<file path="config.mk">
export PLATFORM = sky130hd
export DESIGN_NAME = usb_pkt_tx
export DESIGN_NICKNAME = d
export VERILOG_FILES = /design/src/rtl/usb_pkt_pkg.sv /design/src/rtl/usb_crc16.sv /design/src/rtl/usb_pkt_tx.sv
export SDC_FILE = /design/constraint.sdc
export NUM_CORES = 1
export LEC_CHECK = 0
export ABC_AREA = 1
export CORE_ASPECT_RATIO = 1.5
export CORE_MARGIN = 4
export CORE_UTILIZATION = 58
export DETAILED_ROUTE_END_ITERATION = 10
export HOLD_SLACK_MARGIN = 0.06
export PLACE_DENSITY = 0.95
export SLEW_MARGIN = 20
export SYNTH_ARGS = -nofsm -noshare
export SYNTH_HDL_FRONTEND = slang
export SYNTH_SLANG_ARGS = --single-unit
</file>
<file path="constraint.sdc">
create_clock -name clk_60mhz -period 5.6 [get_ports clk_60mhz]
set_clock_uncertainty 0.15 [all_clocks]
set_input_delay 0.56 -clock clk_60mhz [delete_from_list [all_inputs] [get_ports clk_60mhz]]
set_output_delay 0.56 -clock clk_60mhz [all_outputs]
set_load 0.05 [all_outputs]
</file>
<file path="src/rtl/usb_pkt_pkg.sv">
// usb_pkt_pkg: shared encodings for the USB link-layer packet transmitter.
// PID codes, packet types, CRC constants and tx FSM state encoding.
package usb_pkt_pkg;

  typedef enum logic [1:0] {
    PKT_TOKEN = 2'd0,
    PKT_DATA  = 2'd1,
    PKT_HS    = 2'd2,
    PKT_RSVD  = 2'd3
  } pkt_type_e;

  localparam logic [3:0] PID_OUT   = 4'h1;
  localparam logic [3:0] PID_IN    = 4'h9;
  localparam logic [3:0] PID_SETUP = 4'hD;
  localparam logic [3:0] PID_DATA0 = 4'h3;
  localparam logic [3:0] PID_DATA1 = 4'hB;
  localparam logic [3:0] PID_ACK   = 4'h2;
  localparam logic [3:0] PID_NAK   = 4'hA;
  localparam logic [3:0] PID_STALL = 4'hE;

  localparam logic [4:0]  CRC5_POLY    = 5'h05;
  localparam logic [4:0]  CRC5_INIT    = 5'h1F;
  localparam logic [15:0] CRC16_POLY   = 16'h8005;
  localparam logic [15:0] CRC16_POLY_R = 16'hA001;
  localparam logic [15:0] CRC16_INIT   = 16'hFFFF;

  typedef enum logic [2:0] {
    S_IDLE   = 3'd0,
    S_PID    = 3'd1,
    S_TOK0   = 3'd2,
    S_TOK1   = 3'd3,
    S_DATA   = 3'd4,
    S_CRC_LO = 3'd5,
    S_CRC_HI = 3'd6,
    S_FIN    = 3'd7
  } tx_state_e;

  typedef struct packed {
    pkt_type_e   typ;
    logic [3:0]  pid;
    logic [10:0] tok;
    logic        zlp;
  } tx_req_t;

  // Returns the 5-bit field in wire order: first-sent bit in bit 0.
  function automatic logic [4:0] crc5_field(input logic [10:0] d);
    logic [4:0] c;
    logic       fb;
    c = CRC5_INIT;
    for (int i = 0; i < 11; i++) begin
      fb = c[4] ^ d[i];
      c  = {c[3:0], 1'b0} ^ (fb ? CRC5_POLY : 5'h00);
    end
    c = ~c;
    return {c[0], c[1], c[2], c[3], c[4]};
  endfunction

endpackage

</file>
<file path="src/rtl/usb_crc16.sv">
// usb_crc16: combinational one-byte CRC16 step, LSB-first data order.
// Register is kept reflected so the complemented value goes out low byte first.
module usb_crc16
  import usb_pkt_pkg::*;
(
  input  logic [15:0] crc_i,
  input  logic [7:0]  data_i,
  output logic [15:0] crc_o
);

  logic [15:0] c;

  always_comb begin
    c = crc_i;
    for (int i = 0; i < 8; i++) begin
      if (c[0] ^ data_i[i]) c = (c >> 1) ^ CRC16_POLY_R;
      else                  c = c >> 1;
    end
    crc_o = c;
  end

endmodule

</file>
<file path="src/rtl/usb_pkt_tx.sv">
// usb_pkt_tx: token/data/handshake packet assembler feeding UTMI tx.
// Optional payload length limit via USB_PKT_TX_MAXLEN_CHK_EN.
module usb_pkt_tx
  import usb_pkt_pkg::*;
#(
  parameter int w       = 8,
  parameter int MAX_PAY = 1023
) (
  input  logic         clk_60mhz,
  input  logic         rst,
  input  logic         pkt_start,
  input  logic [1:0]   pkt_type,
  input  logic [3:0]   pkt_pid,
  input  logic [10:0]  tok_field,
  input  logic         pkt_zlp,
  input  logic [w-1:0] pay_data,
  input  logic         pay_valid,
  input  logic         pay_last,
  output logic         pay_ready,
  output logic [w-1:0] utmi_data,
  output logic         utmi_tx_valid,
  input  logic         utmi_tx_ready,
  output logic         busy,
  output logic         done,
  output logic         underrun_err
`ifdef USB_PKT_TX_MAXLEN_CHK_EN
  ,output logic        maxlen_err
`endif
);

  if (w != 8 || MAX_PAY < 1 || MAX_PAY > 1023) begin : g_param_chk
    $error("usb_pkt_tx: only w=8 and MAX_PAY in 1..1023");
  end

  tx_state_e   state_q, state_d;
  tx_req_t     req_q, req_d;
  logic [4:0]  crc5_q, crc5_d;
  logic [15:0] crc16_q, crc16_d, crc16_nx;
  logic [15:0] crc16_out;
  logic        xfer;

`ifdef USB_PKT_TX_MAXLEN_CHK_EN
  logic [9:0] cnt_q, cnt_d;
  logic       maxerr_q, maxerr_d;
  assign maxlen_err = maxerr_q;
`endif

  assign xfer      = utmi_tx_valid && utmi_tx_ready;
  assign crc16_out = ~crc16_q;

  usb_crc16 u_crc16 (
    .crc_i  (crc16_q),
    .data_i (pay_data),
    .crc_o  (crc16_nx)
  );

  always_comb begin
    state_d       = state_q;
    req_d         = req_q;
    crc5_d        = crc5_q;
    crc16_d       = crc16_q;
    utmi_tx_valid = 1'b0;
    utmi_data     = '0;
    pay_ready     = 1'b0;
    busy          = (state_q != S_IDLE);
    done          = 1'b0;
    underrun_err  = 1'b0;
`ifdef USB_PKT_TX_MAXLEN_CHK_EN
    cnt_d         = cnt_q;
    maxerr_d      = maxerr_q;
`endif
    unique case (state_q)
      S_IDLE: begin
        if (pkt_start && pkt_type != PKT_RSVD) begin
          req_d.typ = pkt_type_e'(pkt_type);
          req_d.pid = pkt_pid;
          req_d.tok = tok_field;
          req_d.zlp = pkt_zlp;
          crc16_d   = CRC16_INIT;
          state_d   = S_PID;
`ifdef USB_PKT_TX_MAXLEN_CHK_EN
          cnt_d     = '0;
`endif
        end
      end
      S_PID: begin
        utmi_tx_valid = 1'b1;
        utmi_data     = {~req_q.pid, req_q.pid};
        crc5_d        = crc5_field(req_q.tok);
        if (xfer) begin
          case (req_q.typ)
            PKT_TOKEN: state_d = S_TOK0;
            PKT_DATA:  state_d = req_q.zlp ? S_CRC_LO : S_DATA;
            PKT_HS:    state_d = S_FIN;
            default:   state_d = S_IDLE;
          endcase
        end
      end
      S_TOK0: begin
        utmi_tx_valid = 1'b1;
        utmi_data     = req_q.tok[7:0];
        if (xfer) state_d = S_TOK1;
      end
      S_TOK1: begin
        utmi_tx_valid = 1'b1;
        utmi_data     = {crc5_q, req_q.tok[10:8]};
        if (xfer) state_d = S_FIN;
      end
      S_DATA: begin
        utmi_tx_valid = 1'b1;
        utmi_data     = pay_data;
        if (utmi_tx_ready) begin
          if (pay_valid) begin
            pay_ready = 1'b1;
            crc16_d   = crc16_nx;
            if (pay_last) state_d = S_CRC_LO;
`ifdef USB_PKT_TX_MAXLEN_CHK_EN
            cnt_d = cnt_q + 10'd1;
            if (cnt_q == 10'(MAX_PAY) && !pay_last) begin
              underrun_err = 1'b1;
              maxerr_d     = 1'b1;
              state_d      = S_IDLE;
            end
`endif
          end else begin
            underrun_err = 1'b1;
            state_d      = S_IDLE;
          end
        end
      end
      S_CRC_LO: begin
        utmi_tx_valid = 1'b1;
        utmi_data     = crc16_out[7:0];
        if (xfer) state_d = S_CRC_HI;
      end
      S_CRC_HI: begin
        utmi_tx_valid = 1'b1;
        utmi_data     = crc16_out[15:8];
        if (xfer) state_d = S_FIN;
      end
      S_FIN: begin
        done    = 1'b1;
        state_d = S_IDLE;
      end
      default: state_d = S_IDLE;
    endcase
  end

  always_ff @(posedge clk_60mhz or negedge rst) begin
    if (!rst) begin
      state_q  <= S_IDLE;
      req_q    <= '0;
      crc5_q   <= CRC5_INIT;
      crc16_q  <= CRC16_INIT;
`ifdef USB_PKT_TX_MAXLEN_CHK_EN
      cnt_q    <= '0;
      maxerr_q <= 1'b0;
`endif
    end else begin
      state_q  <= state_d;
      req_q    <= req_d;
      crc5_q   <= crc5_d;
      crc16_q  <= crc16_d;
`ifdef USB_PKT_TX_MAXLEN_CHK_EN
      cnt_q    <= cnt_d;
      maxerr_q <= maxerr_d;
`endif
    end
  end

endmodule

</file>
==> results of run 1 <==
-- layout make-up --
| class | count | area, um^2 |
|---|---|---|
| timing repair buffer | 45 | 442.9 |
| multi-input combinational | 226 | 1375 |
| clock inverter | 3 | 45.04 |
| sequential | 42 | 1077 |
| fill | 350 | 1232 |
| tap | 48 | 60.06 |
| inverter | 54 | 202.7 |
| clock buffer | 5 | 68.82 |
-- flip-flops by register name (all words and copies together), names as in the netlist --
register and cells:
crc5_q 5, state_q 3, crc16_q 16, req_q 18
-- per-layer routing --
metal  global-route usage (%)  wire length [um]  share of wire, %  vias to the layer above
li1                         -                 -                 -                     1170
met1                    27.24              2639                39                     1173
met2                    43.42              3643                53                       98
met3                    5.074               314               4.6                       24
met4                    14.41               253               3.7                        0
met5                        0                 0                 0                        -
-- per-stage QoR --
step	util [%]	hold slack, ps	cells
2_1_floorplan	-	114.4	328
3_3_place_gp	70.11	306.3	415
3_5_place_dp	70.11	317.8	415
4_1_cts	72.64	251.6	423
5_1_grt	72.64	301.2	423
6_report	72.64	235.0	423
-- cell usage in the layout, fill, tap and decap left out, types with 2 or more instances in the layout --
cell,count
a21oi_1,3
a221oi_1,6
a22oi_1,3
a2bb2oi_1,3
a32oi_1,2
clkbuf_8,5
clkdlybuf4s50_1,43
clkinvlp_4,2
dfrtp_1,21
dfstp_2,21
ha_1,4
inv_1,48
inv_2,6
mux2_2,3
nand2_1,74
nand2_2,5
nand2_4,6
nand3_1,14
nand3_2,2
nand3_4,2
nor2_1,13
nor2_2,2
nor3_1,3
o21ai_0,30
o21ai_1,5
o221ai_1,7
o22ai_1,7
xnor2_1,14
xor2_1,11
-- power by group through the flow --
stage	Sequential, uW	Combinational, uW	Clock (uW)
after floorplan	559	1010	0
after global placement	581	1280	0
after detailed placement	589	1330	0
after CTS	585	1340	250
after global routing	604	1470	264
final	588	1350	247
-- cells by family (layout without fill, tap and decap cells) --
kind of cell             Yosys count  count (layout)
AND/OR/NAND/NOR                  123             123
AO/OA/AOI/OAI                     70              70
buffers and inverters             60             107
flip-flops                        42              42
XOR/XNOR                          26              26
adder cells (fa/ha/maj)            4               4
multiplexers                       3               3
-- final timing paths --
path	endpoint	start	cells past startpoint
worst max-delay path	utmi_data[7]	state_q[0]	9
worst min-delay path	state_q[2]	rst	1
worst max register to register	crc16_q[12]	state_q[1]	10
worst min register to register	crc5_q[4]	crc5_q[4]	2
max in group asynchronous	req_q[9]	rst	1
min in group clk_60mhz	crc5_q[4]	crc5_q[4]	2
==> flow_summary.json, run 1 <==
{
  "drc": 0,
  "first_pass_iters": 5,
  "cts-hold-fix-buffers": 0,
  "rows": 30,
  "max-vdd-ir-drop_mv": 0.4549,
  "ys_seq_area_share_pct": 40.25,
  "period_share_pct": 63.09,
  "setup_ws_ps": 2067,
  "clockBufferDepth": 2,
  "synth_nets": 364,
  "yosys.area_share.simple_pct": 22.16,
  "p_per_area_nw_per_um2": 667.8,
  "die_w_um": 63.47,
  "drt_iter0_drc": 154,
  "power_frac_comb_pct": 61.8,
  "p_sw_uw": 1080,
  "synth_top_area_share_pct": 20.62,
  "ctsHtreeMaxLevel": 2,
  "ys_ff_latch": 42,
  "drv_cap": 0,
  "nets": 410,
  "vias_per_cell": 5.827,
  "syn2layout_area_growth_pct": 22.25,
  "crit_family": "buffers and inverters",
  "dpl_worst_slack_ps": 2501,
  "cp_cell_sequence": "inv_1 > nor2_1 > inv_1 > nor2_1 > inv_1 > o22ai_1 > nor2_1 > o211ai_1 > clkdlybuf4s50_1",
  "clk_pin_slew_worst_paths_ps": 90,
  "cts_resized": 0,
  "slew_headroom_pct": 33.77,
  "synth_most_common_cell": "nand2_1",
  "dp_hpwl_mm": 5.191,
  "timing.reg2reg.setup_slack_ps": 3380,
  "cellLeakagePower_uw": 0.001460,
  "grt_pass1_wl_mm": 11.25,
  "cts_root_buf": "clkbuf_8",
  "numPortBuffers": 44,
  "rsz0062_at_grt": "no",
  "overflow": 0,
  "status": "complete, no violations",
  "fin_crit_ps": 3533,
  "routabilityCongestion": 0.9528,
  "critPathSlowestCell": "clkdlybuf4s50_1",
  "die_area_um2": 5788,
  "syn_area_um2": 2676,
  "cts.sinks": 42,
  "cp_max_fo": 17,
  "p_sw_share_pct": 49.43,
  "end_kind": "output port",
  "postRouteAntennaNets": 0,
  "grt_usage_pct": 24.83,
  "synthAdderAreaFrac_pct": 1.870,
  "fp.coreArea_um2": 4504,
  "grt_pass1_vias": 2507,
  "min_path_type": "input pin to async pin",
  "netlist_instances": 328,
  "drive_above_1_share_pct": 16.00,
  "total_power_uw": 2185,
  "p_int_uw": 1105,
  "post_cts_buffers": 0,
  "critPathArrivalTime_ps": 2820,
  "synth_top_family_by_area": "simple AND/OR/NAND/NOR gates",
  "antenna_found_initial": 0,
  "synth_common_cells": "74 x nand2_1, 48 x inv_1, 30 x o21ai_0",
  "worstSetupPathType": "flip-flop to output port",
  "fin_area_um2": 3272,
  "initial_core_util_pct": 59.42,
  "ys_warn_count": 0,
  "routed_wl_mm": 6.850,
  "finalSetupTns_ps": 0,
  "worst_path_largest_cell_delay_ps": 840,
  "diodes": 0,
  "synth_top_cell_by_area": "dfstp_2",
  "yosys-top-cells-area": "dfstp_2 21%, dfrtp_1 20%, nand2_1 10%, inv_1 6.7%, o21ai_0 5.6%",
  "io_pins": 45,
  "finalSetupViolations": 0,
  "required_ps": 4890,
  "hold_viol": 0,
  "fmax_mhz": 283.0,
  "synth_compound_area_share_pct": 16.78,
  "avgSynthCellArea_um2": 8.160,
  "power.share.sequential_pct": 26.9,
  "dpl-instance-area_um2": 3158,
  "synthArstFlopShare_pct": 100.0,
  "cts_buffers": 5,
  "grt_max_degree": 43,
  "worst_pin_slew_ps": 992.3,
  "routedWlPerCell_um": 16.19,
  "num_vias": 2465,
  "synth_edf_count": 0,
  "die_y_um": 91.20,
  "cp-start-kind": "flip-flop",
  "clkPwrFrac_pct": 11.3,
  "clk_latency_ps": 310,
  "ys.flop_type": "dfstp_2",
  "synth-xor-area-share_pct": 9.210,
  "yosys.cell_types.count": 35,
  "tritoncts": "built",
  "synth.mux.area_fraction_pct": 1.262,
  "worst-path-buf-inv": 4,
  "drv_slew": 0
}
Power figures use the tool's default switching activity.
==> inputs of run 2 (changes only) <==
--- a/config.mk
+++ b/config.mk
@@ -8,10 +8,10 @@
 export ABC_AREA = 1
 export CORE_ASPECT_RATIO = 1.5
 export CORE_MARGIN = 4
-export CORE_UTILIZATION = 58
+export CORE_UTILIZATION = 53
 export DETAILED_ROUTE_END_ITERATION = 10
 export HOLD_SLACK_MARGIN = 0.06
-export PLACE_DENSITY = 0.95
+export PLACE_DENSITY = 0.89
 export SLEW_MARGIN = 20
 export SYNTH_ARGS = -nofsm -noshare
 export SYNTH_HDL_FRONTEND = slang
==> constraint.sdc (replaced) <==
create_clock -name clk_60mhz -period 3.4 [get_ports clk_60mhz]
set_clock_uncertainty 0.15 [all_clocks]
set_input_delay 0.34 -clock clk_60mhz [delete_from_list [all_inputs] [get_ports clk_60mhz]]
set_output_delay 0.34 -clock clk_60mhz [all_outputs]
set_load 0.05 [all_outputs]
==> flow_summary.json, run 2 (synthesis results as in run 1) <==
{
  "diodes": 0,
  "routabilityCongestion": 0.9053,
  "finalSetupTns_ps": 0,
  "drt_iter0_drc": 167,
  "cellLeakagePower_uw": 0.001491,
  "cts_root_buf": "clkbuf_8",
  "finalNonFillerCells": 443,
  "ctsHtreeMaxLevel": 2,
  "rows": 31,
  "drv_slew": 0,
  "fp.coreArea_um2": 4848,
  "io_pins": 45,
  "slew_headroom_pct": 39.73,
  "critPathArrivalTime_ps": 2680,
  "drc": 0,
  "tritoncts": "built",
  "status": "complete, no violations",
  "fin_area_um2": 3316,
  "cts_buffers": 5,
  "crit_family": "buffers and inverters",
  "multiInputGateArea_um2": 1375,
  "grt_max_degree": 43,
  "post_cts_buffers": 0,
  "die_y_um": 95.03,
  "crit_top_cell": "inv_1",
  "postRouteAntennaNets": 0,
  "p_sw_uw": 1759,
  "place_inst": 434,
  "numPortBuffers": 44,
  "routedWlPerCell_um": 15.03,
  "required_ps": 2910,
  "dr_wl_met3_um": 280,
  "timing.reg2reg.setup_slack_ps": 1120,
  "cp_max_fo": 17,
  "period_share_pct": 93.32,
  "fillers": 403,
  "drv_cap": 0,
  "dp_hpwl_mm": 5.366,
  "cp-start-kind": "flip-flop",
  "grt_pass1_vias": 2418,
  "clockBufferDepth": 2,
  "fin_crit_ps": 3173,
  "syn2layout_area_growth_pct": 23.89,
  "min_path_type": "flip-flop to flip-flop",
  "worst-path-buf-inv": 4,
  "end_kind": "output port",
  "die_area_um2": 6274,
  "max-vdd-ir-drop_mv": 0.7137,
  "dpl-instance-area_um2": 3186,
  "worst_path_largest_cell_delay_ps": 860,
  "power.share.sequential_pct": 27.3,
  "initial_core_util_pct": 55.20,
  "grt_pass1_wl_mm": 10.84,
  "nets": 412,
  "p_sw_share_pct": 49.09,
  "clk_pin_slew_worst_paths_ps": 90,
  "drive_above_1_share_pct": 16.45,
  "largest_register": "req_q",
  "grt_usage_pct": 22.29,
  "mostFrequentLayoutCells": "74 x nand2_1, 48 x inv_1, 41 x clkdlybuf4s50_1",
  "highest_layer": "met4",
  "cts.sinks": 42,
  "die_w_um": 66.02,
  "clk_latency_ps": 290,
  "overflow": 0,
  "rsz0062_at_grt": "no",
  "wl_met2_mm": 3.685,
  "num_vias": 2466,
  "p_int_uw": 1824,
  "routed_wl_mm": 6.660,
  "hold_viol": 0,
  "worstSetupPathType": "flip-flop to output port",
  "worst_pin_slew_ps": 904.0,
  "first_pass_iters": 5,
  "largest_reg_flops": 18,
  "vias_per_cell": 5.567,
  "antenna_found_initial": 0,
  "finalSetupViolations": 0,
  "clkPwrFrac_pct": 11.3,
  "regArea_um2": 1077,
  "wl_met1_mm": 2.438,
  "cp_cell_sequence": "inv_1 > nor2_1 > inv_1 > nor2_1 > inv_1 > o221ai_1 > clkdlybuf4s50_1",
  "power_frac_comb_pct": 61.4,
  "fmax_mhz": 315.2,
  "p_per_area_nw_per_um2": 1081,
  "critPathSlowestCell": "clkdlybuf4s50_1",
  "reg.largest.list": "req_q: 18 flops, crc16_q: 16 flops, crc5_q: 5 flops",
  "layout_commonest_cell": "nand2_1"
}
==> run 2: per-layer routing <==
metal  vias to the layer above  GRT usage [%]
li1                       1178              -
met1                      1184          24.18
met2                        86          42.26
met3                        18          2.241
met4                         0          10.68
met5                         -              0
==> run 2: final timing paths <==
check	from	to	cells past startpoint
setup / recovery	state_q[0]	utmi_data[0]	7
hold / removal	crc5_q[4]	crc5_q[4]	2
setup reg to reg	state_q[1]	crc16_q[12]	9
hold reg to reg	crc5_q[4]	crc5_q[4]	2
max in group asynchronous	rst	req_q[14]	2
min in group asynchronous	rst	req_q[7]	2
==> run 2: layout make-up <==
cell class	instances	area share [%]
clock buffer	5	2.075
clock inverter	3	1.472
inverter	54	6.113
multi-input combinational	226	41.47
sequential	42	32.49
tap	66	2.491
timing repair buffer	47	13.89
==> run 2: worst min-delay path, delay by kind of cell, from the launching register on <==
family | cells | cell delay [ps]
and+or+nand+nor | 1 | 60
AOI/OAI and AO/OA | 1 | 60
DFF | 1 | 380
==> run 2: timing repair <==
| item | in CTS | in global routing |
|---|---|---|
| endpoints found under the hold margin | 21 | 0 |
| resized for setup | 0 | 1 |
| hold buffers | 1 | 0 |
| setup endpoints to repair | 0 | 1 |
==> run 2: power by group through the flow <==
stage | clock (uW) | sequential, uW | combinational, uW
floorplan | 0 | 920 | 1670
CTS | 410 | 978 | 2200
finish | 405 | 980 | 2200
global placement | 0 | 969 | 2120
global route | 426 | 999 | 2400
detailed placement | 0 | 985 | 2190
==> run 2: stage by stage <==
step	worst slack, ps	hold slack (ps)	util, %	power [uW]
floorplan	908.9	-105.6	-	2585
global placement	595.0	306.8	65.70	3090
detailed placement	503.0	313.4	65.70	3170
CTS	169.8	327.3	68.34	3586
global route	6.038	344.6	68.39	3825
finish	227.2	335.1	68.39	3583
==> inputs of run 3 (changes only) <==
--- a/config.mk
+++ b/config.mk
@@ -10,7 +10,6 @@
 export CORE_MARGIN = 4
 export CORE_UTILIZATION = 53
 export DETAILED_ROUTE_END_ITERATION = 10
-export HOLD_SLACK_MARGIN = 0.06
 export PLACE_DENSITY = 0.89
 export SLEW_MARGIN = 20
 export SYNTH_ARGS = -nofsm -noshare
==> flow_summary.json, run 3 (synthesis results as in run 1) <==
{
  "status": "complete, no violations",
  "clk_latency_ps": 290,
  "total_power_uw": 3581,
  "p_per_area_nw_per_um2": 1083,
  "max-vdd-ir-drop_mv": 0.7159,
  "clockBufferDepth": 2,
  "reg.largest.list": "req_q: 18 flops, crc16_q: 16 flops, crc5_q: 5 flops",
  "die_w_um": 66.02,
  "fmax_mhz": 315.3,
  "postRouteAntennaNets": 0,
  "grt_pass1_vias": 2415,
  "finalSetupTns_ps": 0,
  "dpl-instance-area_um2": 3186,
  "min_path_type": "input pin to async pin",
  "drv_cap": 0,
  "routedWlPerCell_um": 14.98,
  "post_cts_buffers": 0,
  "largest_reg_flops": 18,
  "drv_slew": 0,
  "cts.sinks": 42,
  "numPortBuffers": 44,
  "antenna_found_initial": 0,
  "drive_above_1_share_pct": 16.49,
  "cts-hold-fix-buffers": 0,
  "dp_hpwl_mm": 5.366,
  "mostFrequentLayoutCells": "74 x nand2_1, 48 x inv_1, 41 x clkdlybuf4s50_1",
  "fin_area_um2": 3306,
  "diodes": 0,
  "die_y_um": 95.03,
  "cellLeakagePower_uw": 0.001487,
  "routed_wl_mm": 6.619,
  "cts_buffers": 5,
  "slew_headroom_pct": 40.25,
  "r2r_start": "state_q[1]",
  "vias_per_cell": 5.557,
  "overflow": 0,
  "routabilityCongestion": 0.9053,
  "reg2reg_depth": 9,
  "cp-start-kind": "flip-flop",
  "drt_iter0_drc": 149,
  "tritoncts": "built",
  "grt_max_degree": 43,
  "end_kind": "output port",
  "cts_root_buf": "clkbuf_8",
  "period_share_pct": 93.29,
  "worstSetupPathType": "flip-flop to output port",
  "cp_max_fo": 17,
  "fin_crit_ps": 3172,
  "nets": 411,
  "fillers": 402,
  "r2r-end": "crc16_q[12]",
  "syn2layout_area_growth_pct": 23.52,
  "rsz0062_at_grt": "no",
  "clk_pin_slew_worst_paths_ps": 90,
  "required_ps": 2910,
  "io_pins": 45,
  "first_pass_iters": 5,
  "initial_core_util_pct": 55.20,
  "drc": 0,
  "worst_pin_slew_ps": 896.2,
  "critPathArrivalTime_ps": 2680,
  "fp.coreArea_um2": 4848,
  "layout_commonest_cell": "nand2_1",
  "rows": 31,
  "hold_viol": 0,
  "num_vias": 2456,
  "grt_usage_pct": 22.27,
  "final_util_pct": 68.18,
  "cts_resized": 0,
  "whs_ps": 25.07,
  "largest_register": "req_q",
  "grt_pass1_wl_mm": 10.83,
  "die_area_um2": 6274,
  "ctsHtreeMaxLevel": 2,
  "finalSetupViolations": 0,
  "timing.reg2reg.setup_slack_ps": 1130
}
-- run 3: changes by cell type in the layout (fill, tap and decap cells not counted) --
cell and change:
dlygate4sd3_1 -1
-- run 3: final cells by class --
cell class / instances / area, um^2 / area share (%)
clock buffers: 5 / 68.82 / 2.082
clock inverters: 3 / 48.80 / 1.476
inverters: 54 / 202.7 / 6.132
flip-flops and latches: 42 / 1077 / 32.59
repair buffers: 46 / 450.4 / 13.63
well taps: 66 / 82.58 / 2.498
multi-input cells: 226 / 1375 / 41.60
-- run 3: worst max-delay path by stage --
| stage | slack, ps | startpoint | cells after the start | end |
|---|---|---|---|---|
| 2_1_floorplan | 910 | state_q[2] | 9 | state_q[2] |
| 3_3_place_gp | 600 | state_q[0] | 9 | utmi_data[7] |
| 3_5_place_dp | 500 | state_q[0] | 9 | utmi_data[7] |
| 4_1_cts | 170 | state_q[0] | 9 | utmi_data[7] |
| 5_1_grt | 6 | state_q[0] | 7 | utmi_data[0] |
| 6_report | 230 | state_q[0] | 7 | utmi_data[0] |
-- run 3: layer usage --
layer	share of wire, %	track usage, %	routed length, um
met2	56	42.26	3676
met1	37	24.11	2418
met5	0	0	0
met4	3.9	10.68	255
met3	4.1	2.241	269
-- run 3: through the flow --
| step | worst slack [ps] | cells |
|---|---|---|
| after floorplan | 908.9 | 328 |
| after global placement | 595.0 | 434 |
| after detailed placement | 503.0 | 434 |
| after CTS | 169.8 | 442 |
| after global routing | 6.038 | 442 |
| final | 228.2 | 442 |
-- run 3: power by group --
group / internal (uW) / switching, uW
registers: 784 / 196
clock network: 224 / 180
logic: 816 / 1380
-- run 3: critical path: stages (launching register included) --
cell             delay [ps]
dfrtp_1                 390
inv_1                    80
nor2_1                  150
inv_1                    60
nor2_1                  240
inv_1                   290
o221ai_1                310
clkdlybuf4s50_1         860
